<file path="config.mk">
export PLATFORM = sky130hd
export DESIGN_NAME = wheel_spin_animator
export DESIGN_NICKNAME = d
export VERILOG_FILES = /design/src/rtl/roulette_pkg.sv /design/src/rtl/step_timer.sv /design/src/rtl/wheel_spin_animator.sv
export SDC_FILE = /design/constraint.sdc
export NUM_CORES = 1
export LEC_CHECK = 0
export ABC_AREA = 0
export CORE_MARGIN = 5
export CORE_UTILIZATION = 44
export CTS_BUF_LIST = sky130_fd_sc_hd__clkbuf_8 sky130_fd_sc_hd__clkbuf_16
export DETAILED_ROUTE_END_ITERATION = 7
export PLACE_DENSITY = 0.57
export SETUP_SLACK_MARGIN = 0.3
export SLEW_MARGIN = 25
export SYNTH_ARGS = -nofsm -noshare
export SYNTH_HDL_FRONTEND = slang
export SYNTH_SLANG_ARGS = --single-unit
</file>
<file path="constraint.sdc">
create_clock -name clock -period 11 [get_ports clock]
set_input_delay 2.2 -clock clock [delete_from_list [all_inputs] [get_ports clock]]
set_output_delay 2.2 -clock clock [all_outputs]
set_load 0.03 [all_outputs]
</file>
<file path="src/rtl/roulette_pkg.sv">
// roulette_pkg: shared roulette types and constants
package roulette_pkg;
    localparam int NUM_POS_DEFAULT = 37;
    typedef enum logic [1:0] {IDLE, FAST, SLOW} spin_state_t;
    typedef logic [5:0] pocket_t;
endpackage

</file>
<file path="src/rtl/step_timer.sv">
// step_timer: tick counter against a loadable, saturating step interval
module step_timer #(
    parameter int FAST_DIV = 2_500_000,
    parameter int SLOW_INC = 250_000,
    parameter int MAX_DIV  = 50_000_000,
    parameter int DIV_W    = 32
) (
    input  logic clock,
    input  logic reset,
    input  logic en,
    input  logic load,
    input  logic add,
    output logic step
);
    localparam logic [DIV_W:0] CEIL = (DIV_W+1)'(MAX_DIV);
    logic [DIV_W-1:0] tick, interval;
    logic [DIV_W:0] sum;
    assign sum  = {1'b0, interval} + (DIV_W+1)'(SLOW_INC);
    assign step = en && (tick == interval - 1'b1);
    always_ff @(posedge clock) begin
        if (!reset || load) begin
            tick     <= '0;
            interval <= DIV_W'(FAST_DIV);
        end else if (en) begin
            tick <= step ? '0 : tick + 1'b1;
            if (add) interval <= (sum > CEIL) ? CEIL[DIV_W-1:0] : sum[DIV_W-1:0];
        end
    end
endmodule

</file>
<file path="src/rtl/wheel_spin_animator.sv">
// wheel_spin_animator: spins the pocket index through fast laps, then decelerates onto a latched target
module wheel_spin_animator
    import roulette_pkg::*;
#(
    parameter int NUM_POS   = NUM_POS_DEFAULT,
    parameter int FAST_DIV  = 2_500_000,
    parameter int FAST_LAPS = 3,
    parameter int SLOW_INC  = 250_000,
    parameter int MAX_DIV   = 50_000_000,
    parameter int DIV_W     = 32
) (
    input  logic    clock,
    input  logic    reset,
    input  logic    start,
    input  pocket_t target,
    output pocket_t led_number,
    output logic    busy,
    output logic    done,
    output logic    err
);
    localparam pocket_t LAST = pocket_t'(NUM_POS - 1);
    localparam logic [6:0] SLOW_MIN = 7'(NUM_POS);
    localparam logic [DIV_W-1:0] LAPS = DIV_W'(FAST_LAPS);
    spin_state_t state;
    pocket_t target_q, next_pos;
    logic [DIV_W-1:0] laps;
    logic [6:0] slow_cnt, slow_next;
    logic step, load, add, fast_end, land;
    always_comb begin
        next_pos  = (led_number == LAST) ? '0 : led_number + 1'b1;
        slow_next = (slow_cnt >= SLOW_MIN) ? slow_cnt : slow_cnt + 1'b1;
        load      = (state == IDLE) && start && (target <= LAST);
        fast_end  = (state == FAST) && step && (next_pos == '0) && (laps + 1'b1 >= LAPS);
        land      = (state == SLOW) && step && (slow_next >= SLOW_MIN) && (next_pos == target_q);
        add       = fast_end || ((state == SLOW) && step);
    end
    step_timer #(
        .FAST_DIV(FAST_DIV),
        .SLOW_INC(SLOW_INC),
        .MAX_DIV (MAX_DIV),
        .DIV_W   (DIV_W)
    ) u_timer (
        .clock(clock),
        .reset(reset),
        .en   (state != IDLE),
        .load (load),
        .add  (add),
        .step (step)
    );
    always_ff @(posedge clock) begin
        if (!reset) begin
            state      <= IDLE;
            led_number <= '0;
            busy       <= 1'b0;
            done       <= 1'b0;
            err        <= 1'b0;
            target_q   <= '0;
            laps       <= '0;
            slow_cnt   <= '0;
        end else begin
            done <= land;
            err  <= (state == IDLE) && start && (target > LAST);
            case (state)
                IDLE: if (load) begin
                    state    <= FAST;
                    busy     <= 1'b1;
                    target_q <= target;
                    laps     <= '0;
                    slow_cnt <= '0;
                end
                FAST: if (step) begin
                    led_number <= next_pos;
                    if (next_pos == '0) laps <= laps + 1'b1;
                    if (fast_end) state <= SLOW;
                end
                SLOW: if (step) begin
                    led_number <= next_pos;
                    slow_cnt   <= slow_next;
                    if (land) begin
                        state <= IDLE;
                        busy  <= 1'b0;
                    end
                end
                default: state <= IDLE;
            endcase
        end
    end
endmodule

</file>
==> results of run 1 <==
-- power by group --
group,switching [mW],leakage (nW),internal (mW)
sequential,0.00538,0.936,0.427
clock,0.203,0.271,0.323
combinational,0.0846,1.91,0.0337
-- cell families after synthesis --
group,Yosys count
fa+ha+maj,14
compound gates,269
mux,16
simple gates,487
xor+xnor,91
flops,116
buf+inv,115
-- flip-flops by register name, indices dropped and copies added, names as in the netlist --
name and flops:
u_timer.tick 32, state 2, target_q 6, slow_cnt 7, err 1, led_number 6, laps 32, u_timer.interval 28
done 1, busy 1
-- layout make-up --
cell class,count,share of cell area
multi-input cells,877,0.615
flip-flops and latches,116,0.254
clock buffers,20,0.0510
well taps,234,0.0320
repair buffers,26,0.0260
inverters,31,0.0127
clock inverters,10,0.00930
-- critical path, stage by stage (launching register included) --
cell and delay (ps):
dfxtp_1 430, inv_1 140, ha_1 320, nor2b_1 210
nand4_1 380, or4_1 550, o31ai_1 340, nand4_1 190
nor4_4 220, buf_4 420, and2_1 810, nand3_1 510
o41ai_1 370
-- Yosys cell counts (all sizes together), types with 31 or more instances --
cell | number | area [um^2]
nand2 | 99 | 374
o21ai | 40 | 200
nand4 | 40 | 265
clkbuf | 65 | 244
a31oi | 31 | 194
xor2 | 46 | 403
a21oi | 56 | 280
nor3 | 33 | 165
nor2 | 120 | 453
nand3 | 53 | 265
dfxtp | 116 | 2320
xnor2 | 45 | 394
-- routing by layer --
metal | part of all wire | vias up | track usage
met5 | 0 | - | 0
met4 | 0.024 | 0 | 0.0702
met3 | 0.040 | 49 | 0.0375
met2 | 0.47 | 160 | 0.352
met1 | 0.47 | 3812 | 0.288
li1 | - | 3997 | -
-- through the flow --
step | setup WS (ps) | power (mW) | cells | hold WS (ps) | util
3_3_place_gp | 5890 | 0.559 | 1284 | 461 | 0.459
4_1_cts | 6050 | 1.09 | 1314 | 476 | 0.489
2_1_floorplan | 7260 | 0.520 | 1108 | 448 | -
5_1_grt | 5600 | 1.12 | 1314 | 492 | 0.489
3_5_place_dp | 5800 | 0.559 | 1284 | 467 | 0.459
6_report | 5990 | 1.08 | 1314 | 472 | 0.489
-- how the worst min path moves through the flow --
stage                start          end  slack (ps)  depth (start not counted)
2_1_floorplan  target_q[1]  target_q[1]         450                          2
3_3_place_gp   target_q[3]  target_q[3]         460                          2
3_5_place_dp   target_q[3]  target_q[3]         470                          2
4_1_cts        target_q[3]  target_q[3]         480                          2
5_1_grt        target_q[3]  target_q[3]         490                          2
6_report       target_q[3]  target_q[3]         470                          2
==> impl_metrics.ini, run 1 <==
[pwr]
peakVddDrop_mv = 0.111
leakage_nw = 3.12
powerDensity_mw_per_mm2 = 118

[timing]
period_needed_ps = 5010
hold_viol = 0
fin_worst_skew_ps = 12.8
rsz0062_at_grt = false
tns_ps = 0
max_slew_margin = 0.340
slew_viol_final = 0
fmax_mhz = 200
setup_viol = 0
fin_crit_sh = 0.456
worstMarginPinSlew_ps = 987

[synthesis]
synth_top_family_by_area = simple AND/OR/NAND/NOR gates
synth.distinct_cells = 88
yosysSeqAreaShare = 0.277
yosys_warnings = 0
synth_compound_area_frac = 0.227
syn_avg_cell_area_um2 = 7.57
synth-xor-area-share = 0.0950
synthCells = 1108
synthArstFlopShare = 0
synth_adder_area_share = 0.0209
synth_mux_area_frac = 0.0194
synth_seq_cells = 116
synth_enable_flop_cells = 0
synth_ff_type = dfxtp_1
synth_nets = 1131
netlist_area_mm2 = 0.00839
post_synth_and_or_nand_nor_area_fraction = 0.307

[global_route]
grt_max_degree = 39
antenna_found_initial = 0
grt_usage = 0.215
grt_pass1_vias = 7453
grt_pass1_wl_mm = 38.9
grt_overflow = 0

[clock_network]
path_clk_slew_ps = 60
clock_latency_ps = 420
cts_buffers = 17
cts_resized = 0
cts_max_path_buffers = 2
cts_tree = built
post_cts_buffers = 0
clkSinkCount = 116
htree_levels = 4
cts_hold_buf = 0
cts.root.buffer_cell = clkbuf_16

[placed_design]
place_area_mm2 = 0.00859
port-buffer-count = 17
dp_hpwl_mm = 16.8
place_congestion = 0.878

[job]
drv_cap = 0

[floorplanning]
core_area_mm2 = 0.0187
chipWidth_um = 148
num_rows = 50
die_area_mm2 = 0.0219
start_util = 0.448
ios = 18
die_h_um = 148

[final_layout]
layout-drive-gt1-share = 0.0611
final_area_mm2 = 0.00915
fill_cells = 1876
num_antenna_cells = 0
syn_to_final_growth_pct = 9.09
mostFrequentLayoutCells = 119 x nor2_1, 116 x dfxtp_1, 97 x nand2_1, 55 x a21oi_1, 53 x nand3_1
multi_input_area_mm2 = 0.00563
seq_area_mm2 = 0.00232
nets = 1092
final_common_cell = nor2_1

[setup_path]
critPathLaunch = u_timer.interval[4]
reg2reg_from = u_timer.interval[4]
reg2reg_depth = 12
r2r_setup_slack_ps = 5990
timing.rr.end = laps[25]
crit_required_ps = 11310
critPathCapture = laps[25]
cp_max_fo = 35
cp-end-kind = flip-flop
crit_type = flip-flop to flip-flop
start_kind = flip-flop
cp.arrival_ps = 5320

[route]
num_vias = 8018
drt.antenna.violating_nets = 0
routed_via_density = 6.10
drt-initial-drc-count = 655
wire_per_inst_um = 18.0
route.detailed.drc = 0
first_pass_iters = 5
drt-total-wl_mm = 23.6

[min_path]
hp-class = flip-flop to flip-flop

[run_status]
outcome = complete, no violations
Note: power is estimated with default switching activity, not from simulation.
==> run 2, diff against run 1 <==
clock period = 5.2 ns   (was 11 ns; I/O delays follow)
==> impl_metrics.ini, run 2 (synthesis gave the netlist of run 1 again) <==
[floorplanning]
ios = 18
chipWidth_um = 148
num_rows = 50
die_area_mm2 = 0.0219
start_util = 0.448
core_area_mm2 = 0.0187
die_h_um = 148

[route]
drt-initial-drc-count = 541
wire_per_inst_um = 18.1
num_vias = 8143
route.detailed.drc = 0
first_pass_iters = 5
drt-total-wl_mm = 23.9
drt.antenna.violating_nets = 0
routed_via_density = 6.16

[timing]
fin_crit_sh = 0.855
hold_viol = 0
setup_viol = 0
max_slew_margin = 0.364
rsz0062_at_grt = false
slew_viol_final = 0
period_needed_ps = 4450
worst_hold_slack_ps = 471
fin_worst_skew_ps = 15.3
worstMarginPinSlew_ps = 954
fmax_mhz = 225
tns_ps = 0
timing.final.ws_setup_ps = 752

[clock_network]
cts_tree = built
clkSinkCount = 116
post_cts_buffers = 0
cts.root.buffer_cell = clkbuf_16
cts_buffers = 17
htree_levels = 4
cts_max_path_buffers = 2
path_clk_slew_ps = 60
cts_hold_buf = 0
cts_resized = 0
clock_latency_ps = 430

[pwr]
leakage_nw = 3.17
powerDensity_mw_per_mm2 = 257
finalPower_mw = 2.38
peakVddDrop_mv = 0.213

[setup_path]
start_kind = flip-flop
cp-end-kind = flip-flop
crit_slowest_cell = or4_1
crit_family = simple AND/OR/NAND/NOR gates
crit_type = flip-flop to flip-flop
cpPeakStageDelay_ps = 520
crit_required_ps = 5510
path_buf_inv = 3
cp.arrival_ps = 4760
path_cells = inv_1, ha_1, nor2b_1, nand4_1, or4_1, o31ai_1, nand4_1, nor4_4, buf_4, a21boi_2, buf_4, a21bo_1, a221o_1
cp_max_fo = 34

[job]
drv_cap = 0

[placed_design]
place_congestion = 0.867
port-buffer-count = 17
dp_hpwl_mm = 16.9
post-place-ws_ps = 811

[global_route]
grt_max_degree = 39
grt_pass1_wl_mm = 39.5
grt_pass1_vias = 7534
antenna_found_initial = 0
grt_usage = 0.219
grt_overflow = 0

[run_status]
outcome = complete, no violations

[final_layout]
syn_to_final_growth_pct = 10.1
num_antenna_cells = 0
reg_top3 = laps (32), u_timer.tick (32), u_timer.interval (28)
layout-drive-gt1-share = 0.0680
mostFrequentLayoutCells = 119 x nor2_1, 116 x dfxtp_1, 97 x nand2_1, 55 x a21oi_1, 53 x nand3_1
final_common_cell = nor2_1
nets = 1098

[min_path]
hp-class = flip-flop to flip-flop
==> run 2: final timing paths <==
kind,endpoint,slack (ps),start,depth (start not counted)
worst min register to register,target_q[3],470,target_q[3],2
worst min-delay path,target_q[3],470,target_q[3],2
worst max register to register,u_timer.interval[10],750,u_timer.interval[4],13
worst max-delay path,u_timer.interval[10],750,u_timer.interval[4],13
==> run 2: cell type report <==
type,instances,area (um^2)
Fill cell,1882,9480
Multi-Input combinational cell,877,5620
Sequential cell,116,2320
Clock buffer,18,439
Tap cell,234,293
Timing Repair Buffer,32,283
Clock inverter,14,155
Inverter,31,116
==> run 2: power breakdown <==
group,leakage [nW],internal (mW),switching [mW]
registers,0.936,0.902,0.0109
clock network,0.287,0.723,0.480
logic,1.94,0.0762,0.184
total,3.17,1.70,0.675
==> run 2: per-stage QoR <==
stage               utilization  cell area [um^2]  cells
global route              0.493              9230   1322
finish                    0.493              9230   1322
CTS                       0.493              9230   1322
global placement          0.462              8630   1290
detailed placement        0.462              8630   1290
floorplan                     -              8390   1108
==> run 2: routing by layer <==
metal,track usage,vias to the layer above,part of all wire
li1,-,4018,-
met1,0.294,3895,0.47
met2,0.359,194,0.47
met3,0.0424,36,0.042
met4,0.0633,0,0.020
met5,0,-,0
==> run 2: worst min-delay path: stages, from the launching register on <==
cell and delay, ps:
dfxtp_1 320, nand2_1 50, a21oi_1 50
